File: config.mk
export PLATFORM = sky130hd
export DESIGN_NAME = stack_ctl
export DESIGN_NICKNAME = d
export VERILOG_FILES = /design/src/rtl/stack_pkg.sv /design/src/rtl/stack_ctl.sv
export SDC_FILE = /design/constraint.sdc
export NUM_CORES = 1
export LEC_CHECK = 0
export ABC_AREA = 1
export ABC_CLOCK_PERIOD_IN_PS = 2910
export BUFFER_PORTS_ARGS = -buffer_cell sky130_fd_sc_hd__buf_2
export CAP_MARGIN = 15
export CELL_PAD_IN_SITES_DETAIL_PLACEMENT = 1
export CELL_PAD_IN_SITES_GLOBAL_PLACEMENT = 1
export CORE_MARGIN = 2
export CORE_UTILIZATION = 34
export DETAILED_ROUTE_END_ITERATION = 8
export PLACE_DENSITY_LB_ADDON = 0.1
export SETUP_SLACK_MARGIN = 0.2
export SYNTH_ARGS = -nofsm -noshare
export SYNTH_HDL_FRONTEND = slang
export SYNTH_SLANG_ARGS = --single-unit
File: constraint.sdc
create_clock -name clk -period 2.91 [get_ports clk]
set_clock_uncertainty 0.2 [all_clocks]
set_input_delay 0.582 -clock clk [delete_from_list [all_inputs] [get_ports clk]]
set_output_delay 0.582 -clock clk [all_outputs]
set_load 0.02 [all_outputs]
File: src/rtl/stack_pkg.sv
// Shared encodings for the data-stack controller: op codes and error codes.
package stack_pkg;

    typedef enum logic [1:0] {
        OP_NOP     = 2'd0,
        OP_PUSH    = 2'd1,
        OP_POP     = 2'd2,
        OP_REPLACE = 2'd3
    } op_t;

    typedef enum logic [1:0] {
        ERR_NONE = 2'd0,
        ERR_OVF  = 2'd1,
        ERR_UDF  = 2'd2
    } err_t;

endpackage

File: src/rtl/stack_ctl.sv
// Data-stack controller: TOS cached in a register, deeper entries in an
// external single-port RAM at addresses 0..depth-2. One op per cycle.
module stack_ctl
    import stack_pkg::*;
#(
    parameter int unsigned WIDTH      = 16,
    parameter int unsigned ADDR_WIDTH = 8
) (
    input  logic                  clk,
    input  logic                  rst,
    input  logic                  clear,
    input  logic                  op_valid,
    input  logic [1:0]            op,
    input  logic [WIDTH-1:0]      push_data,
    output logic [WIDTH-1:0]      tos,
    output logic [WIDTH-1:0]      nos,
    output logic [ADDR_WIDTH:0]   depth,
    output logic                  empty,
    output logic                  full,
    output logic                  err,
    output logic [1:0]            err_code,
    output logic [ADDR_WIDTH-1:0] mem_addr,
    output logic [WIDTH-1:0]      mem_din,
    output logic                  mem_we,
    input  logic [WIDTH-1:0]      mem_dout
);

    localparam logic [ADDR_WIDTH:0] CAP = {1'b1, {ADDR_WIDTH{1'b0}}};
    localparam logic [ADDR_WIDTH:0] ONE = {{ADDR_WIDTH{1'b0}}, 1'b1};
    localparam logic [ADDR_WIDTH:0] TWO = {{(ADDR_WIDTH-1){1'b0}}, 2'b10};

    logic [WIDTH-1:0]    r_tos;
    logic [ADDR_WIDTH:0] r_depth;
    logic                r_err;
    logic [1:0]          r_err_code;

    logic [WIDTH-1:0]    w_tos_nxt;
    logic [ADDR_WIDTH:0] w_depth_nxt;
    logic [ADDR_WIDTH:0] w_depth_m1;
    logic [ADDR_WIDTH:0] w_depth_m2;
    logic                w_empty;
    logic                w_full;
    logic                w_ge2;
    logic                w_push_req;
    logic                w_op_act;
    logic                w_ovf;
    logic                w_udf;

    // Status decode, RAM port drive and error detection.
    always_comb begin
        w_empty    = (r_depth == '0);
        w_full     = (r_depth == CAP);
        w_ge2      = (r_depth >= TWO);
        w_depth_m1 = r_depth - ONE;
        w_depth_m2 = r_depth - TWO;
        w_push_req = op_valid && (op == OP_PUSH);
        w_op_act   = op_valid && !clear;

        // Push spills the old TOS to slot depth-1; otherwise present slot
        // depth-2 so NOS/POP see the entry under TOS (wraps when depth<2).
        if (w_push_req && !w_empty)
            mem_addr = w_depth_m1[ADDR_WIDTH-1:0];
        else
            mem_addr = w_depth_m2[ADDR_WIDTH-1:0];

        mem_din = r_tos;
        mem_we  = w_push_req && !clear && !rst && !w_empty && !w_full;

        w_ovf = w_op_act && (op == OP_PUSH) && w_full;
        w_udf = w_op_act && ((op == OP_POP) || (op == OP_REPLACE)) && w_empty;
    end

    // Next TOS/depth for the current op; clear wins over op.
    always_comb begin
        w_tos_nxt   = r_tos;
        w_depth_nxt = r_depth;
        if (clear) begin
            w_tos_nxt   = '0;
            w_depth_nxt = '0;
        end else if (op_valid) begin
            case (op)
                OP_PUSH: begin
                    if (!w_full) begin
                        w_tos_nxt   = push_data;
                        w_depth_nxt = r_depth + ONE;
                    end
                end
                OP_POP: begin
                    if (w_ge2) begin
                        w_tos_nxt   = mem_dout;
                        w_depth_nxt = w_depth_m1;
                    end else if (!w_empty) begin
                        w_tos_nxt   = '0;
                        w_depth_nxt = '0;
                    end
                end
                OP_REPLACE: begin
                    if (!w_empty)
                        w_tos_nxt = push_data;
                end
                default: ;
            endcase
        end
    end

    // State registers with synchronous reset; error status is sticky.
    always_ff @(posedge clk) begin
        if (rst) begin
            r_tos      <= '0;
            r_depth    <= '0;
            r_err      <= 1'b0;
            r_err_code <= ERR_NONE;
        end else begin
            r_tos   <= w_tos_nxt;
            r_depth <= w_depth_nxt;
            if (!r_err && (w_ovf || w_udf)) begin
                r_err      <= 1'b1;
                r_err_code <= w_ovf ? ERR_OVF : ERR_UDF;
            end
        end
    end

    assign tos      = r_tos;
    assign nos      = mem_dout;
    assign depth    = r_depth;
    assign empty    = w_empty;
    assign full     = w_full;
    assign err      = r_err;
    assign err_code = r_err_code;

endmodule
Yosys cells after proc, flatten, opt, wreduce, memory -nomap -nowiden
Index checks and enable logic that the tools add are counted.

Bits in registers: 28. Output and inout port bits: 71. Logic and storage cells: 51.

Add/sub/neg operators: 3. Magnitude comparators: 1. Equality and inequality tests: 7. Multiplexer cells: 11. Reductions and logical operators: 25.

Operator list (count): 16-bit two-way mux (4); 16-bit one-hot mux with 3 select lines (1); 9-bit two-way mux (3); 9-bit one-hot mux with 2 select lines (1); 1-bit logical AND (12); 9-bit by 1-bit adder with 9-bit output (second input constant) (1); 9-bit equality test (second input constant) (1); 9-bit by 2-bit >= comparator with 1-bit output (second input constant) (1); 9-bit zero test (1); 9-bit by 1-bit subtractor with 9-bit output (second input constant) (1); 8-bit two-way mux (1); 8-bit by 2-bit subtractor with 8-bit output (second input constant) (1); 1-bit zero test (5); 5-bit AND reduction (1); 2-bit equality test (second input constant) (2); 2-bit inequality test (second input constant) (2); 4-bit AND reduction (1); 3-bit inequality test (second input constant) (1); 3-bit nonzero test (1); 2-bit by 1-bit equality test with 1-bit output (second input constant) (1); 1-bit logical OR (2); 2-bit two-way mux (1); 2-bit nonzero test (1); 2-bit OR reduction (1).

Longest topological paths before layout
Gate-level depths: netlist of the first run.

Depth after elaboration: 6. Gate-level depth with buffers: 14. Gate-level depth less buffers: 12.

Worst setup path after synthesis of the first run
Ideal clock, no wire load.

Path kind: register to output. From: register r_depth[1] (netlist: depth[1]). To: output port mem_addr[1]. Arrival time: 1979 ps. Data required time: 2128 ps. Path slack: 149 ps. Stages on the path, launching flop included: 10. Buffers on the path: 0. Path through: dfxtp_1 -> inv_1 -> ha_1 -> nand2_2 -> nor2_4 -> nand2_1 -> inv_1 -> nor2_4 -> inv_1 -> o21ai_0.

Word-level cells in the longest chain between the ends: 4. Elaborated cells on any way between the ends: 6. Classes of those cells: add/sub: 2; mux: 1; reduce/logical: 3.

RTL lines: start: declaration (RTL line stack_ctl.sv:33) `logic [ADDR_WIDTH:0] r_depth;`; start signal: assignment (RTL line stack_ctl.sv:115) `r_depth <= w_depth_nxt;`; 9-bit zero test (RTL line stack_ctl.sv:51) `w_empty = (r_depth == '0);`; via empty (RTL line stack_ctl.sv:18) `output logic empty,`; 1-bit zero test; 1-bit logical AND (RTL line stack_ctl.sv:61) `if (w_push_req && !w_empty)`; 8-bit two-way mux (RTL line stack_ctl.sv:61); end: declaration (RTL line stack_ctl.sv:22) `output logic [ADDR_WIDTH-1:0] mem_addr,`.

The timed path passes the listed nets, and every way through them passes these cells.

Final worst setup path of the first run
From: register r_depth[0] (netlist: depth[0]). To: output port mem_addr[2].

Word-level cells in the longest chain between the ends: 4. Elaborated cells on any way between the ends: 6. Classes of those cells: add/sub: 2; mux: 1; reduce/logical: 3.

RTL lines (RTL line): parallel branches: the longest is 3 deep, another holds 9-bit by 1-bit subtractor with 9-bit output; 8-bit two-way mux * (stack_ctl.sv:61).

Mark *: on every way between the ends.

==> impl_metrics.yaml, run 1 <==
final_layout:
  area_growth_pct: 21.2
  mostFrequentLayoutCell: "nand2_1"
  drive_gt1_share_pct: 37.7
  design_area_mm2: 0.00306
  antenna_cells: 0
  final_nets: 529
  layout_common_cells: "nand2_1 (108), buf_2 (104), nor2_1 (61), inv_1 (37), nand3_1 (30)"
  fin_cells: 582
setup_path:
  cp-end-kind: "output pin"
  critical_path_arrival_ns: 1.80
  path_cells: "inv_2, ha_2, nand2_2, nor2_4, nand2_2, inv_2, nor2_4, buf_6, mux2i_1, buf_4"
  reg2reg_slack_ns: 0.54
  cp_slowest_stage_delay_ns: 0.35
  worstSetupPathType: "reg -> out"
  cp_data_required_time_ns: 2.13
  startpoint: "depth[0]"
  reg2regPathDepth: 11
  cp-start-kind: "flip-flop"
  cp_slowest_cell: "dfxtp_2"
  worst-path-max-fanout: 5
  timing.rr.end: "mem_din[13]"
  rr_startpoint: "depth[1]"
drt:
  drtPass1Iterations: 4
  via_count: 2648
  final_antenna_net_count: 0
  drt_iter0_markers: 56
  wire_per_inst_um: 12.5
  finalWirelength_um: 7300
  drc: 0
  viasPerCell: 4.55
die:
  pin_count: 109
  die_w_um: 90.2
  dieArea_mm2: 0.00813
  core-area_mm2: 0.00721
  rows: 31
  die_h_um: 90.2
  start_util_pct: 35.0
clock_network:
  cts_buffers: 3
  htreeDepth: 1
  clkTransAtPathRegs_ns: 0.11
  clock_sinks: 28
  cts_tree: "yes"
  cts_buffer_depth: 2
  root_buffer: "clkbuf_8"
  clk_latency_ns: 0.28
sta:
  slew_headroom_pct: 41.2
  fin_crit_ns: 2.58
  fin_ws_ns: 0.327
  fin_setup_tns_ns: 0
  max_freq_mhz: 387
  finalCritPeriodShare_pct: 88.8
  hold_violations: 0
  rsz0062_at_grt: "no"
  maxSlewViolCount: 0
  tightest_slew_ns: 0.881
  setup_viol: 0
power:
  cellPowerDensity_mw_per_mm2: 386
  ir_drop_uv: 192
  power.leakage_uw: 0.00178
grt:
  grt_usage_pct: 18.4
  antenna_found_initial: 0
  grt_max_degree: 26
  grt_pass1_wl_um: 12500
  first_global_vias: 2636
  overflow: 0
place:
  dpl.hpwl_um: 5650
  dpl.cell_count: 574
  place_congestion: 0.847
  dp_slack_ns: 0.230
  dpl_cell_area_mm2: 0.00293
  port_buffers: 108
yosys:
  syn-cell-area_mm2: 0.00252
  ys_ff_latch: 28
  syn_inst: 403
  yosys_warnings: 0
  syn-mean-instance-area_um2: 6.26
  synth_fp_nets: 448
  ys_types: 26
  seq_area_frac_synth_pct: 22.2
worst_hold_path:
  whs_endpoint: "err_code[1]"
  min-delay-start: "err_code[1]"
  hold_depth: 2
  holdCritPathClass: "reg -> reg"
flow_run:
  maxCapViolCount: 0
run_status:
  status: "complete, no violations"
power breakdown:
part	internal, uW	total (uW)	switching [uW]
clock network	121	258	136
logic	178	508	330
registers	401	416	14.7
total	701	1180	481
synth_stat cells:
| library cell | number | area share, % |
|---|---|---|
| o22ai_1 | 2 | 0.50 |
| buf_8 | 1 | 0.59 |
| nand3_4 | 2 | 1.4 |
| nor4_1 | 1 | 0.25 |
| nand3_2 | 10 | 4.0 |
| nor2_2 | 9 | 2.2 |
| dfxtp_1 | 28 | 22 |
| a21oi_1 | 5 | 0.99 |
| nor2_1 | 63 | 9.4 |
| nor3_1 | 1 | 0.20 |
| ha_1 | 7 | 3.5 |
| nand2_2 | 8 | 2.0 |
| buf_4 | 33 | 9.8 |
| buf_2 | 2 | 0.40 |
| buf_6 | 6 | 2.7 |
| nand4_1 | 2 | 0.50 |
| nor2_4 | 5 | 2.2 |
| xnor2_1 | 1 | 0.35 |
| inv_1 | 39 | 5.8 |
| nand3_1 | 30 | 5.9 |
| inv_2 | 6 | 0.89 |
| nand2_1 | 113 | 17 |
| clkbuf_1 | 3 | 0.45 |
| xor2_1 | 11 | 3.8 |
| o21ai_0 | 14 | 2.8 |
| mux2i_1 | 1 | 0.40 |
final cells by class:
class	instances	area, um2
inverter	45	169
sequential	28	568
multi-input combinational	285	1490
timing repair buffer	121	652
fill	1038	4160
clock buffer	4	55.1
tap	99	124
per-layer routing:
layer | vias up | routed length (um) | global-route usage, %
met2 | 58 | 3710 | 34.5
met1 | 1223 | 3220 | 21.9
met3 | 4 | 317 | 2.85
met5 | - | 0 | 0
li1 | 1363 | - | -
met4 | 0 | 52 | 3.97
per-stage QoR:
step           total power (uW)  hold slack (ns)  utilization (%)
4_1_cts                    1200            0.261             42.1
3_5_place_dp                919            0.243             40.6
6_report                   1180            0.254             42.4
3_3_place_gp                912            0.239             40.6
2_1_floorplan               814            0.322                -
5_1_grt                    1280            0.291             42.4
worst max-delay path, delay by kind of cell (launching register included):
family	cells	cell delay [ns]
buffers and inverters	4	0.41
AND/OR/NAND/NOR	4	0.39
adder cells (fa/ha/maj)	1	0.18
multiplexers	1	0.18
flip-flops	1	0.35
what timing repair did:
action | CTS | global route
buffers inserted | 3 | 1
resized for setup | 14 | 7
pin swaps | 3 | 1
endpoints found under the setup margin | 7 | 7
hold buffers | 0 | 0
cell families after synthesis:
kind of cell	share of synthesized area, %
multiplexers	0.397
adder cells (fa/ha/maj)	3.47
AND/OR/NAND/NOR	44.9
buffers and inverters	20.6
AO/OA/AOI/OAI	4.26
XOR/XNOR	4.16
flip-flops	22.2
worst max path at each step:
| stage | to | cells after the start |
|---|---|---|
| floorplan | mem_addr[1] | 9 |
| global placement | mem_addr[7] | 9 |
| detailed placement | mem_addr[5] | 9 |
| CTS | mem_addr[3] | 11 |
| global route | mem_addr[7] | 8 |
| finish | mem_addr[2] | 10 |
registers in the layout (all words and copies together) (netlist names):
signal,count
err,1
err_code,2
depth,9
mem_din,16
(Power assumes the default switching activity.)
==> run 2, diff against run 1 <==
- ABC_CLOCK_PERIOD_IN_PS: 2910 -> 2880
- CORE_UTILIZATION: 34 -> 32
- clock period: 2.91 -> 2.88 ns (I/O delays scaled with it)
==> run 2 against run 1 <==
Net effect:
- via count down 0.19%
- largest cell class unchanged
- register-to-register slack worse by 0.04 ns
- highest routed layer unchanged
- design area up 1.1%
- sequential power up 1%
- critical endpoint is now mem_addr[3]
==> impl_metrics.yaml, run 2 (synthesized netlist as in run 1, its figures left out) <==
sta:
  setup_viol: 0
  slew_headroom_pct: 38.6
  maxSlewViolCount: 0
  finalCritPeriodShare_pct: 89.9
  fin_crit_ns: 2.59
  fin_setup_tns_ns: 0
  rsz0062_at_grt: "yes"
  hold_violations: 0
  tightest_slew_ns: 0.919
  max_freq_mhz: 386
drt:
  via_count: 2643
  wire_per_inst_um: 13.0
  drc: 0
  final_antenna_net_count: 0
  finalWirelength_um: 7600
  drt_iter0_markers: 67
  viasPerCell: 4.51
  drtPass1Iterations: 4
setup_path:
  cp_top_family: "simple AND/OR/NAND/NOR gates"
  cp-start-kind: "flip-flop"
  worstSetupPathType: "reg -> out"
  path_cells: "inv_4, ha_2, nand2_2, nor2_4, nand2_4, inv_4, nor2_4, nand2_2, nand2_1, xor2_2, buf_4"
  cp_num_buf_inv: 3
  cp_slowest_stage_delay_ns: 0.38
  cp_data_required_time_ns: 2.10
  cp-end-kind: "output pin"
  cp_slowest_cell: "dfxtp_2"
  critical_path_arrival_ns: 1.81
  worst-path-max-fanout: 5
grt:
  grt_usage_pct: 17.5
  overflow: 0
  first_global_vias: 2540
  grt_pass1_wl_um: 12300
  grt_max_degree: 20
  antenna_found_initial: 0
die:
  core-area_mm2: 0.00769
  dieArea_mm2: 0.00861
  die_w_um: 92.8
  start_util_pct: 32.8
  rows: 32
  die_h_um: 92.8
  pin_count: 109
power:
  cellPowerDensity_mw_per_mm2: 413
  ir_drop_uv: 181
  power.leakage_uw: 0.00179
final_layout:
  mostFrequentLayoutCell: "nand2_1"
  final_nets: 530
  drive_gt1_share_pct: 37.8
  fin_util_pct: 40.2
  largest_reg_flops: 16
  layout_common_cells: "nand2_1 (110), buf_2 (105), nor2_1 (62), inv_1 (35), nand3_1 (30)"
  area_growth_pct: 22.5
  antenna_cells: 0
clock_network:
  clk_latency_ns: 0.29
  clkTransAtPathRegs_ns: 0.12
  cts_buffers: 3
  cts_tree: "yes"
  root_buffer: "clkbuf_8"
  htreeDepth: 1
  clock_sinks: 28
  cts_buffer_depth: 2
  hold_buffers: 0
place:
  place_congestion: 0.808
  port_buffers: 108
  dpl.hpwl_um: 5850
worst_hold_path:
  holdCritPathClass: "reg -> reg"
run_status:
  status: "complete, no violations"
flow_run:
  maxCapViolCount: 0
run 2: cell count changes in the layout (fill, tap and decap cells not counted), moves of 2 or more:
cell / delta
inv_1: -2
inv_4: +2
nand2_1: +2
nand2_2: -2
run 2: path summary, 6_finish.rpt:
kind	startpoint	to	slack (ns)	cells after the start
setup / recovery	depth[0]	mem_addr[3]	0.29	11
hold / removal	err_code[1]	err_code[1]	0.26	2
setup reg to reg	depth[1]	depth[8]	0.50	13
hold reg to reg	err_code[1]	err_code[1]	0.26	2
run 2: power by group:
part	switching, uW	leakage (uW)	internal (uW)
registers	16.0	0.000230	406
clock network	146	0.0000357	187
logic	339	0.00152	182
run 2: area by class of cell:
class                           count  area (um2)
Clock buffer                        3        41.3
Fill cell                        1059        4600
Tap cell                          102         128
Sequential cell                    28         569
Timing Repair Buffer              122         666
Inverter                           45         174
Clock inverter                      1        30.0
Multi-Input combinational cell    285        1480
run 2: repair_timing:
action / 4_1_cts / 5_1_grt
setup buffers: 2 / 3
pin swaps: 2 / 2
endpoints found under the hold margin: 0 / 0
resized for setup: 8 / 13
endpoints found under the setup margin: 8 / 8
run 2: metal layers:
layer,routed length [um],GRT usage [%],part of all wire (%)
met4,59,3.80,0.78
met5,0,0,0
met1,3400,21.7,45
met3,319,2.36,4.2
met2,3820,32.0,50
run 2: per-stage QoR:
| stage | cells | area (um2) | hold slack (ns) | total power (uW) | setup slack [ns] |
|---|---|---|---|---|---|
| detailed placement | 577 | 2930 | 0.244 | 934 | 0.203 |
| global placement | 577 | 2930 | 0.236 | 926 | 0.256 |
| global route | 586 | 3090 | 0.295 | 1370 | 0.176 |
| floorplan | 403 | 2550 | 0.322 | 822 | 0.125 |
| finish | 586 | 3090 | 0.257 | 1280 | 0.292 |
| CTS | 583 | 3040 | 0.262 | 1280 | 0.207 |
run 2: tightest hold or removal path, cell delays in order, from the launching register on:
cell and delay [ns]:
dfxtp_1 0.32, inv_1 0.05, a21oi_1 0.05
==> run 3, diff against run 2 <==
- CAP_MARGIN: 15 -> 40
- GPL_TIMING_DRIVEN: not set -> 0
==> run 3 against run 2 <==
Net effect:
- first-iteration DRC count increased by 9.0%
- via count up 5.6%
- maximum frequency is essentially flat
- power decreased by 2.2%
- largest cell class unchanged
- die area is the same
- highest routed layer unchanged
- clock-buffer cell count rose by 1
==> impl_metrics.yaml, run 3 (synthesized netlist as in run 1, its figures left out) <==
setup_path:
  timing.rr.end: "depth[7]"
  worst-path-max-fanout: 5
  rr_startpoint: "depth[2]"
  cp-start-kind: "flip-flop"
  cp_top_family: "buffers and inverters"
  cp_data_required_time_ns: 2.10
  worstSetupPathType: "reg -> out"
  critical_path_arrival_ns: 1.81
  reg2reg_slack_ns: 0.74
  path_cells: "inv_2, ha_2, nand2_2, nor2_4, nand2_2, inv_2, nor2_4, buf_6, nand2_1, o21ai_1, buf_2"
  reg2regPathDepth: 12
  cp_slowest_cell: "dfxtp_4"
  cp_num_buf_inv: 4
  cp_slowest_stage_delay_ns: 0.36
  cp-end-kind: "output pin"
drt:
  final_antenna_net_count: 0
  drt_iter0_markers: 73
  via_count: 2790
  drtPass1Iterations: 4
  finalWirelength_um: 7780
  viasPerCell: 4.46
  drc: 0
  wire_per_inst_um: 12.5
sta:
  finalCritPeriodShare_pct: 89.8
  rsz0062_at_grt: "no"
  tightest_slew_ns: 0.608
  fin_crit_ns: 2.59
  fin_setup_tns_ns: 0
  hold_slack_ns: 0.252
  setup_viol: 0
  max_freq_mhz: 387
  hold_violations: 0
  maxSlewViolCount: 0
  slew_headroom_pct: 59.3
grt:
  grt_usage_pct: 18.1
  grt_max_degree: 16
  grt_pass1_wl_um: 12800
  first_global_vias: 2691
  antenna_found_initial: 0
  overflow: 0
final_layout:
  antenna_cells: 0
  ff_latch_area_um2: 572
  multiInputGateArea_mm2: 0.00150
  layout_common_cells: "nand2_1 (107), buf_2 (104), nor2_1 (62), buf_4 (44), inv_1 (35)"
  design_area_mm2: 0.00340
  drive_gt1_share_pct: 42.4
  area_growth_pct: 34.7
  fillers: 1057
  largest_reg_flops: 16
  mostFrequentLayoutCell: "nand2_1"
  final_nets: 569
  fin_cells: 625
clock_network:
  hold_buffers: 0
  htreeDepth: 1
  clock_sinks: 28
  root_buffer: "clkbuf_8"
  clk_latency_ns: 0.28
  cts_buffers: 3
  cts_tree: "yes"
  cts_buffer_depth: 2
  clkTransAtPathRegs_ns: 0.10
place:
  dpl.hpwl_um: 6180
  place_congestion: 0.815
  dpl.cell_count: 613
  dpl_cell_area_mm2: 0.00321
  port_buffers: 108
worst_hold_path:
  hold_depth: 2
  min-delay-start: "err_code[1]"
  holdCritPathClass: "reg -> reg"
  whs_endpoint: "err_code[1]"
die:
  die_w_um: 92.8
  dieArea_mm2: 0.00861
  rows: 32
  pin_count: 109
  core-area_mm2: 0.00769
  start_util_pct: 32.8
  die_h_um: 92.8
power:
  cellPowerDensity_mw_per_mm2: 367
  power.leakage_uw: 0.00199
  total_power_uw: 1250
  ir_drop_uv: 192
run_status:
  status: "complete, no violations"
flow_run:
  maxCapViolCount: 0
[run 3: cell count changes in the layout (fill, tap and decap cells not counted), sizes merged]
cell,change
buf,+35
bufinv,-1
clkbuf,+5
clkinvlp,+1
inv,-1
[run 3: how the worst max path moves through the flow]
stage                        start  slack (ns)          end  depth (start not counted)
after floorplan           depth[1]        0.12  mem_addr[1]                          9
after global placement    depth[1]        0.14  mem_addr[3]                         11
after detailed placement  depth[0]        0.15  mem_addr[3]                         11
after CTS                 depth[1]        0.23  mem_addr[7]                         11
after global routing      depth[8]        0.20  mem_addr[6]                          9
final                     depth[0]        0.29  mem_addr[6]                         11
[run 3: layout make-up]
| cell class | count | area share, % |
|---|---|---|
| plain buffers | 45 | 10.4 |
| flip-flops and latches | 28 | 16.8 |
| inverters | 45 | 5.15 |
| repair buffers | 116 | 18.3 |
| clock buffers | 4 | 1.62 |
| multi-input cells | 285 | 44.0 |
| well taps | 102 | 3.75 |
[run 3: worst min-delay path: cells and delay by family (launching register included)]
kind,cells,cell delay [ns]
DFF,1,0.32
buffers and inverters,1,0.05
AOI/OAI and AO/OA,1,0.05
[run 3: metal layers]
layer	vias up	global-route usage (%)	share of wire, %
met5	-	0	0
met4	0	2.57	0.55
met3	4	2.44	4.5
met2	60	32.9	49
met1	1286	23.3	46
li1	1440	-	-
[run 3: what timing repair did]
action / CTS / global route
buffers inserted: 4 / 4
endpoints found under the setup margin: 8 / 8
pin swaps: 3 / 2
endpoints found under the hold margin: 0 / 0
resized for setup: 21 / 12
[run 3: report_power, final]
group	internal (uW)	total [uW]	switching [uW]
Clock	123	253	130
Combinational	224	573	349
Sequential	405	422	17.3
[run 3: metrics by stage]
step / util (%) / worst slack, ns
after detailed placement: 41.8 / 0.154
after CTS: 43.4 / 0.230
after global placement: 41.8 / 0.143
final: 44.2 / 0.293
after global routing: 44.2 / 0.196
after floorplan: - / 0.125
